===== config.mk =====
export PLATFORM = sky130hd
export DESIGN_NAME = clint_bram_arbiter_flat
export DESIGN_NICKNAME = d
export VERILOG_FILES = /design/src/rtl/clint_bram_arbiter_if.sv /design/src/rtl/clint_bram_arbiter.sv /design/src/flat_wrapper.sv
export SDC_FILE = /design/constraint.sdc
export NUM_CORES = 1
export LEC_CHECK = 0
export BUFFER_PORTS_ARGS = -buffer_cell sky130_fd_sc_hd__buf_4
export CORE_ASPECT_RATIO = 1.2
export CORE_MARGIN = 3
export CORE_UTILIZATION = 30
export DETAILED_ROUTE_END_ITERATION = 7
export PLACE_DENSITY_LB_ADDON = 0.25
export SETUP_SLACK_MARGIN = 0.1
export SLEW_MARGIN = 20
export SYNTH_ARGS = -nofsm -noshare
export SYNTH_HDL_FRONTEND = slang
export SYNTH_SLANG_ARGS = --single-unit

===== constraint.sdc =====
create_clock -name clk -period 5.2 [get_ports clk]
set_input_delay 0.26 -clock clk [delete_from_list [all_inputs] [get_ports clk]]
set_output_delay 0.26 -clock clk [all_outputs]
set_load 0.005 [all_outputs]

===== src/rtl/clint_bram_arbiter_if.sv =====
// Request/response bus between the uncore requesters and the CLINT BRAM arbiter.
// One lane per requester; the response data bus is shared and qualified by resp_valid.
interface clint_bram_arbiter_if #(
    parameter int NUM_REQ = 2
);
    logic [NUM_REQ-1:0]        req_valid;
    logic [NUM_REQ-1:0]        req_ready;
    logic [NUM_REQ-1:0][15:0]  req_addr;
    logic [NUM_REQ-1:0]        req_we;
    logic [NUM_REQ-1:0]        req_wide;
    logic [NUM_REQ-1:0][63:0]  req_wrdata;
    logic [NUM_REQ-1:0]        resp_valid;
    logic [63:0]               resp_rddata;

    modport master (
        output req_valid, req_addr, req_we, req_wide, req_wrdata,
        input  req_ready, resp_valid, resp_rddata
    );

    modport slave (
        input  req_valid, req_addr, req_we, req_wide, req_wrdata,
        output req_ready, resp_valid, resp_rddata
    );
endinterface


===== src/rtl/clint_bram_arbiter.sv =====
// CLINT BRAM arbiter: round-robin grant among NUM_REQ requesters, then sequences
// one narrow access or a multi-access wide read/write on the 32-bit BRAM port.
// Wide reads use hi/lo/hi re-read so a rolling mtime is never returned torn;
// wide writes park the low word at all-ones first so mtimecmp never dips below mtime.
module clint_bram_arbiter #(
    parameter int NUM_REQ = 2
) (
    input  logic               clk,
    input  logic               rst,
    clint_bram_arbiter_if.slave req_bus,
    output logic [15:0]        bram_addr,
    output logic               bram_en,
    output logic               bram_we,
    output logic [31:0]        bram_wrdata,
    input  logic [31:0]        bram_rddata
);
    localparam int IDX_W = (NUM_REQ > 1) ? $clog2(NUM_REQ) : 1;

    typedef enum logic [3:0] {
        IDLE,
        N_ACC,
        N_CAP,
        W_LO1,
        W_HI,
        W_LO2,
        R_HI,
        R_LO,
        R_HI2,
        R_CHK,
        RESP
    } state_t;

    state_t             state_q, state_d;
    logic [IDX_W-1:0]   last_q;
    logic [IDX_W-1:0]   owner_q;
    logic [15:2]        addr_q;
    logic               we_q;
    logic               wide_q;
    logic [63:0]        wrdata_q;
    logic [31:0]        hi1_q;
    logic [31:0]        lo_q;

    logic               grant_found;
    logic [IDX_W-1:0]   grant_idx;
    logic               accept;
    logic [15:0]        wide_lo_addr;
    logic [15:0]        wide_hi_addr;

    assign wide_lo_addr = {addr_q[15:3], 3'b000};
    assign wide_hi_addr = {addr_q[15:3], 3'b100};
    assign accept       = (state_q == IDLE) && grant_found && !rst;

    // Round-robin search starting just after the last winner.
    always_comb begin
        grant_found = 1'b0;
        grant_idx   = '0;
        for (int k = 1; k <= NUM_REQ; k++) begin
            if (!grant_found && req_bus.req_valid[(int'(last_q) + k) % NUM_REQ]) begin
                grant_found = 1'b1;
                grant_idx   = IDX_W'((int'(last_q) + k) % NUM_REQ);
            end
        end
    end

    // One-hot ready to the winner, only while idle and out of reset.
    always_comb begin
        req_bus.req_ready = '0;
        if (accept) begin
            req_bus.req_ready[grant_idx] = 1'b1;
        end
    end

    // Next-state and BRAM/response outputs, driven purely from state and captured registers.
    always_comb begin
        state_d             = state_q;
        bram_en             = 1'b0;
        bram_we             = 1'b0;
        bram_addr           = 16'h0000;
        bram_wrdata         = 32'h0000_0000;
        req_bus.resp_valid  = '0;
        req_bus.resp_rddata = 64'h0;
        case (state_q)
            IDLE: begin
                if (accept) begin
                    if (req_bus.req_wide[grant_idx] && req_bus.req_we[grant_idx]) begin
                        state_d = W_LO1;
                    end else if (req_bus.req_wide[grant_idx]) begin
                        state_d = R_HI;
                    end else begin
                        state_d = N_ACC;
                    end
                end
            end
            N_ACC: begin
                bram_en     = 1'b1;
                bram_we     = we_q;
                bram_addr   = {addr_q[15:2], 2'b00};
                bram_wrdata = wrdata_q[31:0];
                state_d     = N_CAP;
            end
            N_CAP: begin
                state_d = RESP;
            end
            W_LO1: begin
                bram_en     = 1'b1;
                bram_we     = 1'b1;
                bram_addr   = wide_lo_addr;
                bram_wrdata = 32'hFFFF_FFFF;
                state_d     = W_HI;
            end
            W_HI: begin
                bram_en     = 1'b1;
                bram_we     = 1'b1;
                bram_addr   = wide_hi_addr;
                bram_wrdata = wrdata_q[63:32];
                state_d     = W_LO2;
            end
            W_LO2: begin
                bram_en     = 1'b1;
                bram_we     = 1'b1;
                bram_addr   = wide_lo_addr;
                bram_wrdata = wrdata_q[31:0];
                state_d     = RESP;
            end
            R_HI: begin
                bram_en   = 1'b1;
                bram_addr = wide_hi_addr;
                state_d   = R_LO;
            end
            R_LO: begin
                bram_en   = 1'b1;
                bram_addr = wide_lo_addr;
                state_d   = R_HI2;
            end
            R_HI2: begin
                bram_en   = 1'b1;
                bram_addr = wide_hi_addr;
                state_d   = R_CHK;
            end
            R_CHK: begin
                if (bram_rddata == hi1_q) begin
                    state_d = RESP;
                end else begin
                    state_d = R_LO;
                end
            end
            RESP: begin
                req_bus.resp_valid[owner_q] = 1'b1;
                if (we_q) begin
                    req_bus.resp_rddata = 64'h0;
                end else if (wide_q) begin
                    req_bus.resp_rddata = {hi1_q, lo_q};
                end else begin
                    req_bus.resp_rddata = {32'h0000_0000, lo_q};
                end
                state_d = IDLE;
            end
            default: begin
                state_d = IDLE;
            end
        endcase
    end

    // State, arbitration history, captured request and read-back words.
    always_ff @(posedge clk or posedge rst) begin
        if (rst) begin
            state_q  <= IDLE;
            last_q   <= IDX_W'(NUM_REQ - 1);
            owner_q  <= '0;
            addr_q   <= '0;
            we_q     <= 1'b0;
            wide_q   <= 1'b0;
            wrdata_q <= 64'h0;
            hi1_q    <= 32'h0;
            lo_q     <= 32'h0;
        end else begin
            state_q <= state_d;
            if (accept) begin
                owner_q  <= grant_idx;
                last_q   <= grant_idx;
                addr_q   <= req_bus.req_addr[grant_idx][15:2];
                we_q     <= req_bus.req_we[grant_idx];
                wide_q   <= req_bus.req_wide[grant_idx];
                wrdata_q <= req_bus.req_wrdata[grant_idx];
            end
            case (state_q)
                N_CAP: lo_q  <= bram_rddata;
                R_LO:  hi1_q <= bram_rddata;
                R_HI2: lo_q  <= bram_rddata;
                R_CHK: begin
                    if (bram_rddata != hi1_q) begin
                        hi1_q <= bram_rddata;
                    end
                end
                default: begin
                end
            endcase
        end
    end
endmodule


===== src/flat_wrapper.sv =====
// flat-port wrapper written by rule: the top's interface ports become plain ports
module clint_bram_arbiter_flat 
#(
    parameter int NUM_REQ = 2
)
  (clk, rst, bram_addr, bram_en, bram_we, bram_wrdata, bram_rddata, req_bus_req_valid, req_bus_req_addr, req_bus_req_we, req_bus_req_wide, req_bus_req_wrdata, req_bus_req_ready, req_bus_resp_valid, req_bus_resp_rddata);
  clint_bram_arbiter_if #(.NUM_REQ(NUM_REQ)) req_bus_i ();
  input  logic clk;
  input  logic rst;
  output logic [15:0] bram_addr;
  output logic bram_en;
  output logic bram_we;
  output logic [31:0] bram_wrdata;
  input  logic [31:0] bram_rddata;
  input wire logic [$bits(req_bus_i.req_valid)-1:0] req_bus_req_valid;
  input wire logic [$bits(req_bus_i.req_addr)-1:0] req_bus_req_addr;
  input wire logic [$bits(req_bus_i.req_we)-1:0] req_bus_req_we;
  input wire logic [$bits(req_bus_i.req_wide)-1:0] req_bus_req_wide;
  input wire logic [$bits(req_bus_i.req_wrdata)-1:0] req_bus_req_wrdata;
  output wire logic [$bits(req_bus_i.req_ready)-1:0] req_bus_req_ready;
  output wire logic [$bits(req_bus_i.resp_valid)-1:0] req_bus_resp_valid;
  output wire logic [$bits(req_bus_i.resp_rddata)-1:0] req_bus_resp_rddata;
  assign req_bus_i.req_valid = req_bus_req_valid;
  assign req_bus_i.req_addr = req_bus_req_addr;
  assign req_bus_i.req_we = req_bus_req_we;
  assign req_bus_i.req_wide = req_bus_req_wide;
  assign req_bus_i.req_wrdata = req_bus_req_wrdata;
  assign req_bus_req_ready = req_bus_i.req_ready;
  assign req_bus_resp_valid = req_bus_i.resp_valid;
  assign req_bus_resp_rddata = req_bus_i.resp_rddata;
  clint_bram_arbiter #(.NUM_REQ(NUM_REQ)) u_core (.clk(clk), .rst(rst), .req_bus(req_bus_i), .bram_addr(bram_addr), .bram_en(bram_en), .bram_we(bram_we), .bram_wrdata(bram_wrdata), .bram_rddata(bram_rddata));
endmodule

# After elaboration in Yosys (flattened, before gate mapping)
# Index checks and enable logic that the tools add are counted.
# totals
register_bits	150
in_bits	200
output_inout_bits	118
wordCells	89
# classes
addsub	2
order_cmp	6
eq_ne	14
muxes	38
bitwise	2
reduce_logical	18
# ops
operator	count
$mux 64	5
$pmux 32 s3	1
$pmux 32 s2	1
$pmux 16 s3	1
$pmux 4 s9	1
$eq 32x32->1	1
$mux 16	2
$mux 32	1
$ne 32x32->1	1
$mux 1	17
$eq 4x3->1 const B	4
$eq 4x4->1 const B	3
$mux 4	3
$reduce_or 3->1	3
$eq 4x2->1 const B	2
$reduce_or 7->1	1
$logic_and 1x1->1	6
$lt 2x3->1 const B	2
$reduce_or 2->1	3
$eq 4x1->1 const B	1
$logic_not 4->1	1
$lt 1x2->1 const B	2
$mux 2	2
$ne 2x1->1 const B	2
other kinds (9)	14

# Logic depth before layout (Yosys ltp)
# Gate-level depths: netlist of run 1.
# depth
ltp_word	15
depth_mapped	7
depth_no_buf	5

# Worst setup path before layout of run 1
# Ideal clock, no wire load.
# synth_timing
kind	input port to output port
startpoint	input rst
endpoint	output req_bus_req_ready[1]
t_arrival_ps	4409
t_required_ps	4940
setup_slack_ps	531
stages	4
n_path_buf	0
cell_sequence	inv_1 -> o21ai_0 -> nor2_1 -> and2_1
# synth_via
elab_chain_len	3
# synth_lines
item	line	source
from (decl)	flat_wrapper.sv:9	input logic rst;
$logic_not 1->1	clint_bram_arbiter.sv:51	assign accept = (state_q == IDLE) && grant_found && !rst;
$logic_and 1x1->1	clint_bram_arbiter.sv:51	
$mux 2	clint_bram_arbiter.sv:68	if (accept) begin
to (decl)	flat_wrapper.sv:20	output wire logic [$bits(req_bus_i.req_ready)-1:0] req_bus_req_ready;
# No other way between the ends.

# Final worst setup path of run 1
# layout_timing
startpoint	register u_core.state_q[3]
endpoint	output req_bus_resp_rddata[52]
# layout_via
elab_chain_len	2
# layout_lines
item	line	source
from (decl)	clint_bram_arbiter.sv:33	state_t state_q, state_d;
from (signal assigned)	clint_bram_arbiter.sv:177	state_q <= state_d;
$eq 4x4->1	clint_bram_arbiter.sv:82	case (state_q)
$mux 64	clint_bram_arbiter.sv:82	
to (decl)	flat_wrapper.sv:22	output wire logic [$bits(req_bus_i.resp_rddata)-1:0] req_bus_resp_rddata;
# No other way between the ends.

==> metrics.yaml, run 1 <==
run_status:
  outcome: "complete, no violations"
finish:
  final_nets: 1311
  drive_gt1_share_pct: 38.36
  antennaDiodeCount: 0
  utilization_pct: 42.77
  area_delta_synth_final_pct: 40.03
synth:
  yosysTopAreaCell: "dfrtp_1"
  yosysTopAreaCellShare_pct: 44.80
  ys_types: 39
  synth-edff-count: 0
  synth_seq_cells: 150
  synth_common_cells: "dfrtp_1, nand2_1, o21ai_0"
  synthCells: 838
  ys_warn_count: 0
  synth.area.top_cells: "dfrtp_1, mux2i_1, nand2_1, o21ai_0, o211ai_2"
  avgSynthCellArea_um2: 9.932
  netlist_area_um2: 8323
  ys_seq_area_share_pct: 45.11
  synth_ff_type: "dfrtp_1"
  ys_async_sr_fraction_pct: 100.0
global_routing:
  grt_pass1_vias: 7174
  grt_usage_pct: 16.98
  grt_max_degree: 105
  antenna_found_initial: 1
  grt_pass1_wl_um: 39840
  grt_overflow: 0
clock_network:
  cts-htree-levels: 4
  clk_latency_ns: 0.42
  cts_inserted_buffers: 17
  cts_root_buffer: "clkbuf_16"
  clock-sinks: 150
  cts_tree: "built"
  clockBufferDepth: 2
  clk_pin_slew_ns: 0.06
place:
  gp_congestion: 0.7286
  hpwl_um: 18090
  port_buffers: 311
timing:
  tns_ns: 0
  clock_skew_ns: 0.009713
  period_minus_slack_ns: 2.924
  period_share_pct: 56.23
  tightest_slew_ns: 1.037
  hold_violations: 0
  fmax_mhz: 342.0
  rsz0062_at_grt: "no"
  slew_violations: 0
  finalSetupViolations: 0
  relSlewSlack_pct: 30.86
floorplanning:
  die-area_um2: 29790
  io_pins: 318
  num_rows: 66
  start_util_pct: 30.54
  fp.dieH_um: 188.5
  core_um2: 27250
  die_x_um: 158.1
power_and_ir_drop:
  seqPwrFrac_pct: 36.5
  total_leakage_power_nw: 5.767
  p_clk_share_pct: 25.8
  internal_power_mw: 3.885
  peakVddDrop_mv: 0.2457
  p_sw_mw: 1.955
  p_comb_share_pct: 37.7
  swShare_pct: 33.48
  power.density_nw_per_um2: 501.1
worst_hold_path:
  hold_path.class: "in2reg"
  worstHoldStart: "bram_rddata[2]"
detailed_routing:
  drc: 0
  wl_per_cell_um: 17.35
  drt-pass1-iter-count: 4
  drt_iter0_markers: 423
  ant_nets: 0
  dr_total_vias: 7206
  wirelength_um: 25350
  vias_per_cell: 4.932
worst_setup_path:
  path_cells: "inv_2 > or4b_1 > nor2_4 > buf_12 > and3_1 > buf_4"
  critPathMaxStageDelay_ns: 0.63
  worstSetupStartpointType: "flop"
  cp_max_fo: 49
  worstSetupEndpointType: "output port"
  cp_top_family: "simple AND/OR/NAND/NOR gates"
  critical_path_required_ns: 4.94
  slowest_stage: "dfrtp_1"
  startpoint: "u_core.state_q[3]"
  worst-path-buf-inv: 3
  path_class: "reg2out"
  r2r_start: "u_core.state_q[1]"
  cp.arrival_ns: 2.66
run:
  maxCapViolations: 0
[flip-flops by register name (all words and copies together), names as in the netlist]
name / count
u_core.wrdata_q: 64
u_core.owner_q: 1
u_core.wide_q: 1
u_core.state_q: 4
u_core.we_q: 1
u_core.last_q: 1
u_core.addr_q: 14
u_core.hi1_q: 32
u_core.lo_q: 32
[cell type report]
class	instances	area, um^2
clock buffers	20	456.7
clock inverters	9	247.7
fillers	2711	15600
inverters	3	16.27
multi-input cells	614	4287
flip-flops and latches	150	3755
well taps	340	425.4
repair buffers	325	2467
[cells in the final DEF, fill, tap and decap left out, types with 3 or more instances in the layout]
cell	count
a21oi_1	3
a221o_1	32
and2_1	47
and3_1	32
buf_4	322
bufinv_16	8
clkbuf_16	17
dfrtp_1	149
mux2_2	33
mux2i_1	81
nand2_1	149
nand2b_1	6
nor2_1	15
nor3_2	3
nor4_1	7
o211ai_1	34
o211ai_2	30
o21ai_0	85
xor2_1	33
[cell families after synthesis]
family	share of synthesized area, %
compound gates	17.50
flops	45.11
mux	14.33
simple gates	15.54
other cells	0.04506
xor+xnor	3.473
buf+inv	3.999
[worst min-delay path, cell delays in order]
cell	delay [ns]
buf_4	0.10
nand2_1	0.06
o211ai_2	0.06
[per-stage QoR]
step	cells	setup slack, ns	area, um^2	hold slack [ns]	total power, mW
after floorplan	839	0.5313	8327	0.3953	3.490
final	1461	2.276	11650	0.09431	5.841
after global routing	1461	2.062	11650	0.08150	6.284
after detailed placement	1430	2.278	10920	0.4604	4.401
after CTS	1460	1.801	11630	0.06536	5.934
after global placement	1430	2.254	10920	0.4489	4.341
[final timing paths]
check	end	slack, ns	cells past startpoint
max in group asynchronous	u_core.wrdata_q[28]	3.16	4
min in group asynchronous	u_core.we_q	0.52	3
min	u_core.hi1_q[2]	0.09	3
max	req_bus_resp_rddata[52]	2.28	6
max reg2reg	u_core.hi1_q[29]	2.57	5
min reg2reg	u_core.addr_q[6]	0.47	2
[metal layers]
metal  vias up  wire [um]  global-route usage, %
li1       3528          -                      -
met1      3404      10770                  22.15
met2       259      12250                  27.36
met3        13       2099                  5.766
met4         2        225                  3.774
met5         -         11                      0
[repair_timing]
| item | 4_1_cts | 5_1_grt |
|---|---|---|
| gates resized for setup | 0 | 0 |
| hold buffers | 1 | 0 |
| endpoints found under the hold margin | 5 | 0 |
| setup buffers | 0 | 0 |
[power by group through the flow]
stage	logic, mW	registers [mW]	clock network, mW
finish	2.20	2.13	1.50
global route	2.47	2.22	1.60
CTS	2.26	2.13	1.54
detailed placement	2.25	2.15	0
global placement	2.21	2.13	0
floorplan	1.50	1.99	0
Note: power is estimated with default switching activity, not from simulation.
==> run 2, diff against run 1 <==
- ABC_AREA: default -> 1
- clock period: 5.2 -> 2.7 ns (I/O delays scaled with it)
==> metrics.yaml, run 2 <==
run_status:
  outcome: "finished with violations"
  violations: "hold timing"
finish:
  largest_reg_flops: 64
  final_nets: 1717
  area_delta_synth_final_pct: 65.87
  top_register: "u_core.wrdata_q"
  stdcell_count: 1861
  final_cell_mix: "nand2_1, buf_4, dlygate4sd3_1"
  utilization_pct: 50.82
  reg_top3: "u_core.wrdata_q (64), u_core.hi1_q (32), u_core.lo_q (32)"
  final_cell_area_um2: 13060
  drive_gt1_share_pct: 25.56
  final_common_cell: "nand2_1"
clock_network:
  clk_latency_ns: 0.42
  clock-sinks: 150
  cts-htree-levels: 4
  cts_root_buffer: "clkbuf_16"
  cts_inserted_buffers: 17
  clk_pin_slew_ns: 0.06
  clockBufferDepth: 2
  cts_tree: "built"
synth:
  yosysTopAreaCell: "dfrtp_1"
  ys_types: 28
  synth_common_cells: "nand2_1, dfrtp_1, inv_1"
  avgSynthCellArea_um2: 7.631
  synth_seq_cells: 150
  synth-edff-count: 0
  synth.area.top_cells: "dfrtp_1, nand2_1, o211ai_1, inv_1, nor2_1"
  ys_warn_count: 0
  synthCells: 1032
  synth.most_common_cell: "nand2_1"
  yosysTopAreaCellShare_pct: 47.35
  ys_seq_area_share_pct: 47.68
  netlist_area_um2: 7875
  ys_async_sr_fraction_pct: 100.0
  synth_ff_type: "dfrtp_1"
timing:
  tightest_slew_ns: 0.8534
  fmax_mhz: 408.7
  rsz0062_at_grt: "no"
  tns_ns: 0
  hold_violations: 4
  period_share_pct: 90.61
  clock_skew_ns: 0.01373
  period_minus_slack_ns: 2.447
  slew_violations: 0
  holdWs_ns: -0.004755
  finalSetupViolations: 0
  setup_slack_ns: 0.2535
  relSlewSlack_pct: 43.10
worst_setup_path:
  path_class: "reg2reg"
  cp_max_fo: 15
  cp.arrival_ns: 2.80
  crit_top_cell: "nor2_4"
  critPathMaxStageDelay_ns: 0.58
  worstSetupStartpointType: "flop"
  path_cells: "nor2_4 > nand2_2 > nor2_4 > inv_4 > nor2_4 > buf_4 > buf_4 > nand2_1 > o211ai_1 > dlygate4sd3_1"
  slowest_stage: "dlygate4sd3_1"
  worstSetupEndpointType: "flop"
  critical_path_required_ns: 3.06
place:
  port_buffers: 311
  dpl_worst_slack_ns: 0.6223
  dpl-instance-area_um2: 10560
  hpwl_um: 18930
  gp_congestion: 0.7899
  dpl.cell_count: 1636
detailed_routing:
  wirelength_um: 28670
  drc: 0
  dr_total_vias: 8607
  wl_per_cell_um: 15.41
  ant_nets: 0
  drt-pass1-iter-count: 5
  vias_per_cell: 4.625
  drt_iter0_markers: 450
global_routing:
  grt_overflow: 0
  grt_pass1_vias: 8892
  grt_max_degree: 151
  antenna_found_initial: 1
  grt_pass1_wl_um: 45970
  grt_usage_pct: 20.25
power_and_ir_drop:
  swShare_pct: 36.20
  power.density_nw_per_um2: 916.3
  p_sw_mw: 4.333
  internal_power_mw: 7.636
  total_leakage_power_nw: 6.333
  p_comb_share_pct: 48.2
  finalPower_mw: 11.97
  peakVddDrop_mv: 0.4515
  seqPwrFrac_pct: 32.1
  p_clk_share_pct: 19.6
run:
  maxCapViolations: 0
floorplanning:
  core_um2: 25700
  num_rows: 64
  fp.dieH_um: 183.5
  io_pins: 318
  die_x_um: 153.9
  start_util_pct: 30.64
  die-area_um2: 28240
worst_hold_path:
  hold_path.class: "in2async"
-- run 2: changes by cell type in the layout (fill, tap and decap cells not counted), moves of 49 or more --
| cell | previous run | this run |
|---|---|---|
| inv_1 | 1 | 128 |
| mux2i_1 | 81 | 0 |
| dlygate4sd3_1 | 1 | 187 |
| nand2_1 | 149 | 347 |
| nor2_1 | 15 | 91 |
| nand3_1 | 2 | 51 |
-- run 2: timing repair --
| action | 4_1_cts | 5_1_grt |
|---|---|---|
| endpoints found under the hold margin | 142 | 0 |
| hold buffers | 187 | 0 |
| resized for setup | 0 | 11 |
| setup endpoints to repair | 0 | 97 |
| buffers inserted | 0 | 4 |
-- run 2: layout make-up --
class	count	area, um^2
fill	2422	12640
timing repair buffer	527	4489
clock inverter	13	131.4
inverter	134	511.7
multi-input combinational	687	3326
clock buffer	19	432.9
sequential	150	3756
antenna	1	2.502
tap	330	412.9
-- run 2: routing by layer --
| metal | track usage (%) | part of all wire, % | vias to the layer above |
|---|---|---|---|
| met4 | 7.420 | 2.7 | 0 |
| li1 | - | - | 4242 |
| met5 | 0 | 0 | - |
| met1 | 23.82 | 41 | 4027 |
| met2 | 35.50 | 50 | 300 |
| met3 | 5.510 | 6.8 | 38 |
-- run 2: final timing paths --
kind / start / endpoint / slack (ns) / cells past startpoint
hold / removal: rst / u_core.wide_q / -0.005 / 3
setup / recovery: u_core.state_q[0] / u_core.wrdata_q[20] / 0.25 / 10
hold reg to reg: u_core.last_q / u_core.last_q / 0.48 / 2
max in group asynchronous: rst / u_core.lo_q[10] / 2.07 / 3
setup reg to reg: u_core.state_q[0] / u_core.wrdata_q[20] / 0.25 / 10
min in group clk: req_bus_req_wrdata[7] / u_core.wrdata_q[7] / 0.03 / 3
-- run 2: critical path, delay by kind of cell, from the launching register on --
| kind | cells | cell delay [ns] |
|---|---|---|
| AOI/OAI and AO/OA | 1 | 0.11 |
| buffers and inverters | 4 | 0.99 |
| DFF | 1 | 0.47 |
| and+or+nand+nor | 5 | 0.83 |
-- run 2: cell families (layout without fill, tap and decap cells) --
logic type	count (synthesis)	in the layout	share of synthesized area [%]
and+or+nand+nor	507	508	25.56
buffers and inverters	197	693	10.49
AOI/OAI and AO/OA	151	151	13.33
DFF	150	150	47.68
xor gates and xnor gates	26	26	2.892
other	1	3	0.04762
-- run 2: power groups by stage --
stage                     Combinational [mW]  Clock (mW)  Sequential [mW]
after floorplan                         2.93           0             3.75
after global placement                  4.64           0             3.84
after detailed placement                4.71           0             3.87
after CTS                               5.76        2.43             3.84
after global routing                    6.50        2.51             3.97
final                                   5.77        2.35             3.85
==> run 3, diff against run 2 <==
- CORE_ASPECT_RATIO: 1.2 -> default
- CTS_BUF_LIST: default -> sky130_fd_sc_hd__clkbuf_16
==> metrics.yaml, run 3 (synthesis results as in run 2) <==
run_status:
  outcome: "finished with violations"
  violations: "hold timing"
timing:
  setup_slack_ns: 0.2845
  fmax_mhz: 414.0
  rsz0062_at_grt: "no"
  period_share_pct: 89.46
  relSlewSlack_pct: 43.58
  tightest_slew_ns: 0.8463
  finalSetupViolations: 0
  slew_violations: 0
  clock_skew_ns: 0.01435
  holdWs_ns: -0.01800
  hold_violations: 3
  period_minus_slack_ns: 2.415
finish:
  largest_reg_flops: 64
  seq_area_um2: 3755
  top_register: "u_core.wrdata_q"
  stdcell_count: 1849
  antennaDiodeCount: 0
  final_nets: 1706
  multiInputGateArea_um2: 3319
  final_cell_mix: "nand2_1, buf_4, dlygate4sd3_1"
  final_cell_area_um2: 12990
  final_common_cell: "nand2_1"
  area_delta_synth_final_pct: 64.98
  fillers: 2414
  reg_top3: "u_core.wrdata_q (64), u_core.hi1_q (32), u_core.lo_q (32)"
  drive_gt1_share_pct: 24.95
floorplanning:
  fp.dieH_um: 168.0
  die_x_um: 168.0
  start_util_pct: 30.92
  io_pins: 318
  core_um2: 25470
  num_rows: 58
  die-area_um2: 28230
detailed_routing:
  dr_total_vias: 8644
  wl_per_cell_um: 16.06
  ant_nets: 0
  drc: 0
  wirelength_um: 29700
  drt_iter0_markers: 472
  drt-pass1-iter-count: 5
  vias_per_cell: 4.675
worst_setup_path:
  cp_max_fo: 40
  path_class: "reg2reg"
  worstSetupStartpointType: "flop"
  critical_path_required_ns: 3.06
  r2r_slack_ns: 0.28
  startpoint: "u_core.state_q[0]"
  r2r_start: "u_core.state_q[0]"
  reg2regPathDepth: 9
  cp.arrival_ns: 2.77
  worstSetupEndpointType: "flop"
power_and_ir_drop:
  seqPwrFrac_pct: 32.0
  p_comb_share_pct: 48.2
  p_sw_mw: 4.455
  p_clk_share_pct: 19.8
  swShare_pct: 37.03
  total_leakage_power_nw: 6.278
  power.density_nw_per_um2: 925.9
  internal_power_mw: 7.575
  peakVddDrop_mv: 0.3502
global_routing:
  grt_max_degree: 151
  grt_pass1_vias: 8970
  grt_overflow: 0
  grt_usage_pct: 20.47
  grt_pass1_wl_um: 46730
  antenna_found_initial: 0
clock_network:
  cts_root_buffer: "clkbuf_16"
  cts-htree-levels: 4
  clk_pin_slew_ns: 0.07
  clockBufferDepth: 2
  cts_tree: "built"
  post-cts-setup-buffers: 0
  cts_inserted_buffers: 17
  clk_latency_ns: 0.43
  clock-sinks: 150
place:
  dpl.cell_count: 1629
  dpl-instance-area_um2: 10520
  hpwl_um: 18890
  gp_congestion: 0.7766
  port_buffers: 311
  dpl_worst_slack_ns: 0.4573
worst_hold_path:
  hold_path.class: "in2async"
run:
  maxCapViolations: 0
run 3: cell types whose count changed in the layout (fill, tap and decap cells not counted), sizes merged:
| cell | before | now |
|---|---|---|
| clkbuf | 19 | 18 |
| buf | 340 | 329 |
| bufinv | 2 | 1 |
| clkinvlp | 3 | 5 |
| inv | 134 | 141 |
| nor2 | 97 | 96 |
| clkinv | 8 | 2 |
| diode | 1 | 0 |
run 3: final cells by class:
type / instances / area share, %
well taps: 330 / 3.178
clock inverters: 15 / 1.098
flip-flops and latches: 150 / 28.90
clock buffers: 17 / 3.274
inverters: 134 / 3.919
multi-input cells: 686 / 25.55
repair buffers: 517 / 34.08
run 3: final timing paths:
kind | end
worst max-delay path | u_core.wrdata_q[50]
worst min-delay path | u_core.addr_q[10]
worst max register to register | u_core.wrdata_q[50]
worst min register to register | u_core.last_q
max in group asynchronous | u_core.wrdata_q[55]
min in group clk | u_core.wrdata_q[33]
run 3: layer usage:
layer  track usage, %  wire length, um
met5                0                0
met4            4.198              308
met3            6.081             2082
met2            36.10            14910
met1            24.89            12400
run 3: metrics by stage:
step / power [mW] / setup TNS, ns / utilization [%]
final: 12.03 / 0 / 51.01
after floorplan: 6.687 / -64.24 / -
after global placement: 8.497 / 0 / 41.31
after CTS: 12.08 / 0 / 50.88
after global routing: 13.02 / 0 / 51.01
after detailed placement: 8.594 / 0 / 41.31
run 3: critical path: stages (launching register included):
cell	delay, ns
dfrtp_1	0.49
nor2_4	0.16
nand2_2	0.11
nor2_4	0.17
inv_2	0.16
nor2_4	0.17
clkbuf_16	0.27
nand2_1	0.11
o211ai_1	0.11
dlygate4sd3_1	0.59
run 3: timing repair:
item,in CTS,in global routing
endpoints found under the setup margin,0,94
hold buffers,187,0
gates resized for setup,0,8
endpoints found under the hold margin,142,0
run 3: power by group through the flow:
stage               Clock (mW)  Combinational (mW)  Sequential (mW)
floorplan                    0                2.93             3.75
global placement             0                4.66             3.84
detailed placement           0                4.72             3.87
CTS                       2.45                5.80             3.84
global route              2.54                6.51             3.97
finish                    2.38                5.79             3.85
